`config.mk`:
```
export PLATFORM = sky130hd
export DESIGN_NAME = instr_encoder_loader
export DESIGN_NICKNAME = d
export VERILOG_FILES = /design/src/rtl/instr_encoder_loader.sv
export SDC_FILE = /design/constraint.sdc
export NUM_CORES = 1
export LEC_CHECK = 0
export ABC_AREA = 1
export CORE_MARGIN = 4
export CORE_UTILIZATION = 52
export CTS_CLUSTER_SIZE = 24
export DETAILED_ROUTE_END_ITERATION = 8
export GPL_TIMING_DRIVEN = 1
export PLACE_DENSITY = 0.86
export SYNTH_ARGS = -nofsm -noshare
export SYNTH_HDL_FRONTEND = slang
export SYNTH_SLANG_ARGS = --single-unit
```
`constraint.sdc`:
```
create_clock -name clk -period 3.8 [get_ports clk]
set_input_delay 0.76 -clock clk [delete_from_list [all_inputs] [get_ports clk]]
set_output_delay 0.76 -clock clk [all_outputs]
set_load 0.01 [all_outputs]
```
`src/rtl/instr_encoder_loader.sv`:
```
// ============================================================================
// instr_encoder_loader
//
// Purpose:
//   Encodes instruction fields (mnemonic, rs, rt, rd, imm, target) into the
//   32-bit words consumed by the control decoder and streams them into
//   instruction memory at consecutive word addresses starting at BASE_ADDR.
//   Internally: a small encoded-word FIFO, a byte-address counter and a
//   three-state load FSM (IDLE -> LOAD -> DRAIN_DONE -> IDLE).
//
// Parameters:
//   FIFO_DEPTH  encoded-word buffer entries (power of 2, >= 2)
//   ADDR_W      imem byte-address width
//   BASE_ADDR   first byte address written after start
//
// Ports:
//   clk, rst_n            clock (rising edge), asynchronous active-low reset
//   start                 pulse: begin a load (ignored while busy)
//   in_valid / in_ready   instruction-field handshake
//   in_op                 mnemonic 0..10 (11..15 illegal)
//   in_rs/in_rt/in_rd     register fields
//   in_imm, in_target     immediate / jump target
//   in_last               final instruction of this load
//   imem_we/addr/wdata    imem write port, held stable while imem_ready=0
//   imem_ready            memory accepts the write this cycle
//   busy                  FSM not IDLE
//   done                  one-cycle pulse after the last word is written
//   err_illegal           sticky since start: an illegal op was offered
//   checksum              XOR of written words (ENC_CHECKSUM_EN), else 0
//
// Build option:
//   ENC_CHECKSUM_EN  when defined, checksum accumulates the XOR of every
//                    imem_wdata written since start; otherwise tied to 0.
// ============================================================================
module instr_encoder_loader #(
    parameter int                FIFO_DEPTH = 4,
    parameter int                ADDR_W     = 32,
    parameter logic [ADDR_W-1:0] BASE_ADDR  = '0
) (
    input  logic              clk,
    input  logic              rst_n,
    input  logic              start,
    input  logic              in_valid,
    output logic              in_ready,
    input  logic [3:0]        in_op,
    input  logic [4:0]        in_rs,
    input  logic [4:0]        in_rt,
    input  logic [4:0]        in_rd,
    input  logic [15:0]       in_imm,
    input  logic [25:0]       in_target,
    input  logic              in_last,
    output logic              imem_we,
    output logic [ADDR_W-1:0] imem_addr,
    output logic [31:0]       imem_wdata,
    input  logic              imem_ready,
    output logic              busy,
    output logic              done,
    output logic              err_illegal,
    output logic [31:0]       checksum
);

    localparam int IDX_W = $clog2(FIFO_DEPTH);
    localparam int PTR_W = IDX_W + 1;

    typedef enum logic [1:0] {
        S_IDLE,
        S_LOAD,
        S_DRAIN_DONE
    } state_t;

    state_t             r_state;
    state_t             w_state_nxt;

    // FIFO entry: {last tag, real word (write it), encoded word}
    logic [33:0]        r_mem [FIFO_DEPTH];
    logic [PTR_W-1:0]   r_wptr;
    logic [PTR_W-1:0]   r_rptr;
    logic [ADDR_W-1:0]  r_addr;
    logic               r_err;
    logic               r_last_taken;

    logic [33:0]        w_head;
    logic               w_head_last;
    logic               w_head_real;
    logic               w_empty;
    logic               w_full;
    logic               w_active;
    logic               w_pop;
    logic               w_xfer;
    logic               w_legal;
    logic               w_push;
    logic [31:0]        w_word;

    function automatic logic [31:0] f_encode(
        input logic [3:0]  op,
        input logic [4:0]  rs,
        input logic [4:0]  rt,
        input logic [4:0]  rd,
        input logic [15:0] imm,
        input logic [25:0] tgt
    );
        logic [31:0] w;
        w = '0;
        case (op)
            4'd0:    w = {6'b100000, rs, rt, rd, 11'd0};   // and
            4'd1:    w = {6'b100011, rs, rt, imm};         // lw
            4'd2:    w = {6'b101011, rs, rt, imm};         // sw
            4'd3:    w = {6'b001000, rs, 21'd0};           // jr
            4'd4:    w = {6'b000011, tgt};                 // jal
            4'd5:    w = {6'b100110, rs, rt, rd, 11'd0};   // nor
            4'd6:    w = {6'b001110, rs, rt, imm};         // nori
            4'd7:    w = {6'b000100, rs, rt, rd, 11'd0};   // not
            4'd8:    w = {6'b010000, rs, rt, imm};         // bleu
            4'd9:    w = {6'b000000, rs, rt, rd, 11'd0};   // rolv
            4'd10:   w = {6'b000010, rs, rt, rd, 11'd0};   // rorv
            default: w = '0;
        endcase
        return w;
    endfunction

    assign w_word  = f_encode(in_op, in_rs, in_rt, in_rd, in_imm, in_target);
    assign w_legal = (in_op <= 4'd10);

    assign w_empty = (r_wptr == r_rptr);
    assign w_full  = (r_wptr[IDX_W] != r_rptr[IDX_W]) &&
                     (r_wptr[IDX_W-1:0] == r_rptr[IDX_W-1:0]);

    assign w_head      = r_mem[r_rptr[IDX_W-1:0]];
    assign w_head_last = w_head[33];
    assign w_head_real = w_head[32];

    // A done-marker (illegal last op) carries no word: it retires without
    // waiting for imem_ready and without advancing the address.
    assign w_active = (r_state == S_LOAD) && !w_empty;
    assign w_pop    = w_active && (!w_head_real || imem_ready);

    // A full FIFO still accepts when its head retires this cycle.
    assign in_ready = (r_state == S_LOAD) && !r_last_taken && (!w_full || w_pop);
    assign w_xfer   = in_valid && in_ready;
    // Illegal non-last ops are consumed but dropped.
    assign w_push   = w_xfer && (w_legal || in_last);

    assign imem_we     = w_active && w_head_real;
    assign imem_addr   = r_addr;
    assign imem_wdata  = imem_we ? w_head[31:0] : '0;
    assign busy        = (r_state != S_IDLE);
    assign done        = (r_state == S_DRAIN_DONE);
    assign err_illegal = r_err;

    always_comb begin
        w_state_nxt = r_state;
        case (r_state)
            S_IDLE:       if (start) w_state_nxt = S_LOAD;
            S_LOAD:       if (w_pop && w_head_last) w_state_nxt = S_DRAIN_DONE;
            S_DRAIN_DONE: w_state_nxt = S_IDLE;
            default:      w_state_nxt = S_IDLE;
        endcase
    end

    always_ff @(posedge clk or negedge rst_n) begin
        if (!rst_n) begin
            r_state      <= S_IDLE;
            r_wptr       <= '0;
            r_rptr       <= '0;
            r_addr       <= BASE_ADDR;
            r_err        <= 1'b0;
            r_last_taken <= 1'b0;
        end else begin
            r_state <= w_state_nxt;
            if (r_state == S_IDLE) begin
                if (start) begin
                    r_wptr       <= '0;
                    r_rptr       <= '0;
                    r_addr       <= BASE_ADDR;
                    r_err        <= 1'b0;
                    r_last_taken <= 1'b0;
                end
            end else begin
                if (w_push) r_wptr <= r_wptr + PTR_W'(1);
                if (w_pop)  r_rptr <= r_rptr + PTR_W'(1);
                if (w_pop && w_head_real) r_addr <= r_addr + ADDR_W'(4);
                if (w_xfer && !w_legal)   r_err <= 1'b1;
                if (w_xfer && in_last)    r_last_taken <= 1'b1;
            end
        end
    end

    // Storage needs no reset: occupancy is defined solely by the pointers.
    always_ff @(posedge clk) begin
        if (w_push) r_mem[r_wptr[IDX_W-1:0]] <= {in_last, w_legal, w_word};
    end

`ifdef ENC_CHECKSUM_EN
    logic [31:0] r_checksum;

    always_ff @(posedge clk or negedge rst_n) begin
        if (!rst_n) begin
            r_checksum <= '0;
        end else if (r_state == S_IDLE) begin
            if (start) r_checksum <= '0;
        end else if (imem_we && imem_ready) begin
            r_checksum <= r_checksum ^ w_head[31:0];
        end
    end

    assign checksum = r_checksum;
`else
    assign checksum = '0;
`endif

endmodule

```
==> flow_summary_export.csv, run 1 <==
group,metric,value,unit
yosys,yosys-top-cells-area,"edfxtp_1 (47%), dfrtp_1 (12%), nor2_1 (8.4%), nand2_1 (6.3%), o21ai_0 (5.0%)",
clock_tree,clock_latency,0.43,ns
yosys,synth_top_area_cell,"edfxtp_1",
route,antenna_left,0,
global_route,first_global_vias,6884,
clock_tree,clock_tree.root_cell,"clkbuf_16",
clock_tree,clkTransAtPathRegs,0.07,ns
timing,hold_viol,0,
timing,drv_slew,0,
global_route,grt_pass1_wl,33800,um
timing,period_needed,3.589,ns
timing,setup_viol,0,
route,viasPerCell,5.541,
global_route,grt_overflow,0,
floorplanning,start_util,0.5367,
timing,period_share,0.9446,
setup_path,r2r_end,"r_mem[1][8]",
timing,finalClockSkew,0.006857,ns
job,maxCapViolCount,0,
route,detail_route.wl_per_cell,17.17,um
floorplanning,chipWidth,136.7,um
yosys,synthSimpleGateAreaFrac,0.2047,
layout,layout.nets,1113,
floorplanning,num_rows,46,
yosys,synth.yosys.seq_area_share,0.5900,
yosys,synth_compound_area_frac,0.1077,
timing,relSlewSlack,0.3776,
yosys,synth_top_family_by_area,"simple AND/OR/NAND/NOR gates",
timing,rsz0062_at_grt,"false",
yosys,synth-seq-cells,176,
yosys,synth_mux_area_frac,0,
layout,n_antenna_cell,0,
power_and_ir_drop,peakVddDrop,0.3665,mV
setup_path,r2r_start,"r_rptr[1]",
setup_path,r2r_slack,1.38,ns
global_route,track_usage,0.2349,
layout,area_delta_synth_final,24.35,%
power_and_ir_drop,p_per_area,604.1,mW/mm^2
hold_path,hp-class,"in2async",
route,drtIter0Drc,663,
route,wl,21800,um
timing,fmax,278.6,MHz
layout,layout_common_cells,"nor2_1 (188), nand2_1 (144), edfxtp_1 (136)",
setup_path,cp.required,3.04,ns
timing,fin_setup_tns,0,ns
status,status,"finished clean",
clock_tree,clockBufferDepth,2,
timing,worst_pin_slew,0.9337,ns
global_route,antenna_found_initial,1,
power_and_ir_drop,p_leak,3.998,nW
route,drc_errors,0,
yosys,syn_area,0.008618,mm^2
clock_tree,tritoncts.num_buffers,17,
placement,dpl_cell_area,0.01006,mm^2
layout,instances_no_fill,1269,
floorplanning,die_h,136.7,um
layout,final_area,0.01072,mm^2
setup_path,path_class,"reg2out",
floorplanning,die-area,0.01870,mm^2
placement,io_buffers,133,
clock_tree,cts-htree-levels,4,
floorplanning,pin_count,168,
setup_path,critPathLaunchType,"flop",
yosys,yosysWarnings,0,
setup_path,critPathArrivalTime,2.83,ns
floorplanning,core_area,0.01606,mm^2
yosys,synthXorXnorAreaFrac,0.009146,
setup_path,end_kind,"output pin",
global_route,grt_max_degree,67,
yosys,synth_cells,907,
setup_path,ff2ff_path_depth,8,
yosys,synthAdderAreaFrac,0.008711,
clock_tree,clock-sinks,176,
route,vias,7032,
clock_tree,tritoncts,"done",
placement,dp_hpwl,14070,um
yosys,syn_area_per_cell,9.502,um^2
layout,layout_commonest_cell,"nor2_1",
layout,final_layout_size_suffix_gt1_frac,0.07787,
yosys,synth.distinct_cells,39,
placement,dp.cells,1234,
yosys,synth.top_cell.area_share,0.4739,
route,first_pass_iters,5,
setup_path,path_max_fanout,66,
placement,place.gp.congestion,0.9721,
## repair_timing
action | in CTS | in global routing
setup endpoints to repair | 6 | 0
hold buffers | 0 | 0
resized for setup | 2 | 0
hold endpoints to repair | 0 | 0
buffers inserted | 2 | 0
## area by class of cell
class | instances | area [um^2]
fill | 1177 | 5341
tap | 216 | 270.3
timing repair buffer | 148 | 1476
multi-input combinational | 632 | 3004
timing repair inverter | 1 | 7.507
inverter | 64 | 254.0
clock inverter | 15 | 192.7
clock buffer | 17 | 425.4
sequential | 176 | 5086
## how the worst max path moves through the flow
stage               cells after the start             end  slack [ns]       from
finish                                  6  imem_wdata[20]        0.21  r_rptr[0]
global route                            6  imem_wdata[20]        0.07  r_rptr[0]
CTS                                     9  imem_wdata[24]        0.23  r_rptr[1]
detailed placement                     10  imem_wdata[20]        0.37  r_rptr[1]
global placement                       10  imem_wdata[20]        0.42  r_rptr[1]
floorplan                               7     r_mem[0][0]        0.48   in_op[1]
## critical path, cell delays in order (launching register included)
cell             delay (ns)
dfrtp_2                0.46
buf_4                  0.61
nor2_1                 0.17
nor2_1                 0.20
o21ai_0                0.16
a21oi_1                0.20
clkdlybuf4s50_1        0.57
## per-layer routing
| metal | track usage | vias up | wire, um |
|---|---|---|---|
| met1 | 0.2942 | 3256 | 8146 |
| met5 | 0 | - | 7 |
| met2 | 0.3921 | 439 | 10720 |
| met4 | 0.1036 | 2 | 681 |
| li1 | - | 3264 | - |
| met3 | 0.05221 | 71 | 2235 |
## power by group
| part | internal [mW] | switching, mW | leakage, nW | total (mW) |
|---|---|---|---|---|
| sequential | 2.29 | 0.0971 | 1.80 | 2.39 |
| combinational | 0.813 | 1.47 | 1.91 | 2.28 |
| clock | 1.01 | 0.799 | 0.295 | 1.81 |
| total | 4.11 | 2.36 | 4.00 | 6.47 |
## cell usage after synthesis
master / number
ha_1: 6
a21oi_1: 37
xnor2_1: 2
a21boi_4: 1
nand2_1: 144
clkinv_1: 1
dfrtp_1: 40
or2_2: 1
buf_2: 10
nand3_2: 2
nor2_2: 2
nand2_8: 1
nor3_2: 2
o21ai_2: 6
inv_1: 59
nand4_1: 6
a211oi_1: 2
a21o_1: 1
nand3_1: 50
o21ai_0: 86
buf_6: 4
a22o_1: 16
nand2_2: 3
buf_4: 36
inv_6: 1
nor3_1: 12
nor2_1: 192
clkbuf_1: 18
inv_2: 1
conb_1: 1
nand2_4: 1
nand4_2: 1
o22ai_1: 4
nor2_4: 3
inv_4: 2
o221ai_1: 1
o21ai_1: 9
xor2_1: 7
edfxtp_1: 136
## sequential cells by signal, indices dropped and copies added, names as in the netlist
signal	cells
r_mem	136
r_last_taken	1
r_rptr	3
err_illegal	1
r_wptr	3
imem_addr	30
r_state	2
## per-stage QoR
step | setup slack, ns | power (mW) | hold WS (ns) | utilization
finish | 0.2105 | 6.474 | 0.4692 | 0.6674
floorplan | 0.4847 | 3.770 | 0.4594 | -
global route | 0.06517 | 6.784 | 0.5249 | 0.6674
CTS | 0.2322 | 6.473 | 0.4891 | 0.6674
detailed placement | 0.3661 | 4.582 | 0.4921 | 0.6265
global placement | 0.4243 | 4.543 | 0.4751 | 0.6265
## kinds of logic (layout without fill, tap and decap cells)
logic type / Yosys count / after routing
compound gates: 163 / 163
buf+inv: 132 / 245
xor+xnor: 9 / 9
other cells: 1 / 34
fa+ha+maj: 6 / 6
simple gates: 420 / 420
flops: 176 / 176
(Power assumes the default switching activity.)
==> run 2, diff against run 1 <==
ABC_AREA = unset   (was 1)
PLACE_DENSITY = 0.87   (was 0.86)
==> flow_summary_export.csv, run 2 <==
group,metric,value,unit
power_and_ir_drop,p_seq_frac,0.396,
route,detail_route.wl_per_cell,20.16,um
global_route,track_usage,0.2185,
setup_path,cp_cell_sequence,"xor2_1 -> nor2_1 -> a21oi_2 -> buf_4 -> and3_1 -> clkdlybuf4s50_1",
yosys,synth_top_area_cell,"edfxtp_1",
timing,fmax,285.0,MHz
global_route,antenna_found_initial,0,
layout,layout_common_cells,"edfxtp_1 (136), clkdlybuf4s50_1 (132), dfrtp_1 (38)",
yosys,synth.yosys.seq_area_share,0.6224,
setup_path,critPathArrivalTime,2.75,ns
yosys,synth.top_cell.area_share,0.4998,
layout,largest_reg_flops,136,
floorplanning,chipWidth,133.4,um
layout,instances_no_fill,940,
layout,layout_commonest_cell,"edfxtp_1",
floorplanning,die_h,133.4,um
power_and_ir_drop,sw_frac_of_total,0.2970,
power_and_ir_drop,p_leak,3.791,nW
global_route,grt_max_degree,41,
clock_tree,postCtsHoldBufs,0,
timing,rsz0062_at_grt,"false",
yosys,yosys.cell_count.top_type,"edfxtp_1",
placement,place.gp.congestion,0.8203,
timing,setup_viol,0,
floorplanning,pin_count,168,
timing,fin_hold_ws,0.4489,ns
placement,dp.cells,909,
yosys,synthAdderAreaFrac,0.009188,
power_and_ir_drop,p_per_area,598.1,mW/mm^2
yosys,async_reset_ff_frac,0.2273,
route,vias,5414,
hold_path,hp-class,"in2async",
timing,relSlewSlack,0.3766,
timing,period_needed,3.509,ns
global_route,first_global_vias,5419,
power_and_ir_drop,combPwrFrac,0.307,
yosys,synth_mux_area_frac,0.09632,
power_and_ir_drop,internal_power,4.294,mW
timing,hold_viol,0,
setup_path,path_max_fanout,18,
clock_tree,clockBufferDepth,2,
setup_path,cp.required,3.04,ns
setup_path,cpPeakStageDelay,0.59,ns
timing,drv_slew,0,
route,first_pass_iters,7,
layout,n_antenna_cell,0,
setup_path,critPathLaunchType,"flop",
clock_tree,clock_latency,0.43,ns
power_and_ir_drop,p_sw,1.814,mW
yosys,synth_cells,584,
yosys,yosys-top-cells-area,"edfxtp_1 (50%), dfrtp_1 (12%), mux4_2 (9.4%), buf_4 (3.2%), and3_1 (2.8%)",
floorplanning,die-area,0.01778,mm^2
status,status,"finished clean",
global_route,grt_overflow,0,
clock_tree,tritoncts,"done",
placement,dp_hpwl,12670,um
floorplanning,start_util,0.5335,
timing,fin_setup_tns,0,ns
route,drc_errors,0,
floorplanning,num_rows,45,
timing,worst_pin_slew,0.9351,ns
route,wl,18950,um
job,maxCapViolCount,0,
clock_tree,clock-sinks,176,
layout,layout.nets,790,
yosys,synth-seq-cells,176,
clock_tree,cts_setup_buffers,0,
yosys,synth_edf_count,136,
layout,area_delta_synth_final,24.99,%
clock_tree,clkTransAtPathRegs,0.06,ns
timing,period_share,0.9235,
timing,finalClockSkew,0.007818,ns
yosys,synthXorXnorAreaFrac,0.01822,
yosys,syn_area,0.008170,mm^2
yosys,ys_top_cells_by_count,"edfxtp_1 (136), dfrtp_1 (40), and3_1 (36), buf_4 (35), nand2_1 (35)",
global_route,grt_pass1_wl,29970,um
layout,final_layout_size_suffix_gt1_frac,0.1344,
setup_path,path_class,"reg2out",
clock_tree,tritoncts.num_buffers,17,
route,antenna_left,0,
placement,io_buffers,133,
route,drtIter0Drc,460,
setup_path,end_kind,"output pin",
yosys,synth.distinct_cells,55,
clock_tree,post_cts_resized,0,
power_and_ir_drop,peakVddDrop,0.4702,mV
clock_tree,cts-htree-levels,4,
setup_path,slowest_stage,"dfrtp_2",
yosys,syn_area_per_cell,13.99,um^2
yosys,synth_compound_area_frac,0.08438,
floorplanning,core_area,0.01531,mm^2
yosys,yosysWarnings,0,
route,viasPerCell,5.760,
power_and_ir_drop,pwr-share-clk,0.297,
clock_tree,clock_tree.root_cell,"clkbuf_16",
yosys,synth_top_family_by_area,"simple AND/OR/NAND/NOR gates",
yosys,synthSimpleGateAreaFrac,0.1168,
yosys,ys_dominant_reg_cell,"edfxtp_1",
[run 2: cell types whose count changed after synthesis, moves of 14 or more]
cell / change
a21oi_1: -18
and3_1: +36
inv_1: -48
mux4_2: +34
nand2_1: -109
nand3_1: -33
nor2_1: -165
nor2b_1: +14
o21ai_0: -56
[run 2: final timing paths]
path / slack, ns / depth (start not counted) / startpoint / to
max reg2reg: 0.89 / 4 / r_rptr[1] / r_mem[1][5]
min: 0.45 / 1 / rst_n / imem_addr[6]
min in group clk: 0.50 / 1 / imem_addr[20] / imem_addr[20]
max: 0.29 / 6 / r_rptr[1] / imem_wdata[20]
min reg2reg: 0.50 / 1 / imem_addr[20] / imem_addr[20]
max in group asynchronous: 2.74 / 1 / rst_n / r_rptr[1]
[run 2: logic make-up after synthesis]
family,after synthesis
flip-flops,176
AO/OA/AOI/OAI,101
buffers and inverters,74
AND/OR/NAND/NOR,173
other,1
XOR/XNOR,17
adder cells (fa/ha/maj),6
multiplexers,36
[run 2: final cells by class]
| cell class | instances | area [um^2] |
|---|---|---|
| flip-flops and latches | 176 | 5087 |
| repair buffers | 144 | 1409 |
| clock inverters | 13 | 185.2 |
| well taps | 211 | 264.0 |
| fillers | 1037 | 5102 |
| clock buffers | 18 | 429.2 |
| multi-input cells | 367 | 2796 |
| inverters | 11 | 41.29 |
[run 2: critical path, delay by kind of cell (launching register included)]
| family | cells | cell delay [ns] |
|---|---|---|
| DFF | 1 | 0.59 |
| buffers and inverters | 2 | 0.78 |
| and+or+nand+nor | 2 | 0.36 |
| xor gates and xnor gates | 1 | 0.36 |
| AOI/OAI and AO/OA | 1 | 0.22 |
[run 2: power groups by stage]
| stage | sequential [mW] | combinational (mW) | clock (mW) |
|---|---|---|---|
| final | 2.42 | 1.87 | 1.81 |
| after global placement | 2.43 | 1.81 | 0 |
| after CTS | 2.42 | 1.89 | 1.82 |
| after global routing | 2.44 | 2.01 | 1.92 |
| after floorplan | 2.40 | 1.17 | 0 |
| after detailed placement | 2.45 | 1.87 | 0 |
[run 2: metal layers]
layer	routed length, um	global-route usage
met5	0	0
met4	318	0.06971
met3	1359	0.05174
met2	9790	0.3671
met1	7485	0.2840
[run 2: metrics by stage]
step	instance area, um^2	setup WS, ns	utilization	total power [mW]
after floorplan	8294	1.037	-	3.575
after global placement	9598	0.5693	0.6267	4.243
after detailed placement	9598	0.4351	0.6267	4.318
after CTS	10210	0.2997	0.6668	6.136
after global routing	10210	0.1656	0.6668	6.372
final	10210	0.2907	0.6668	6.108
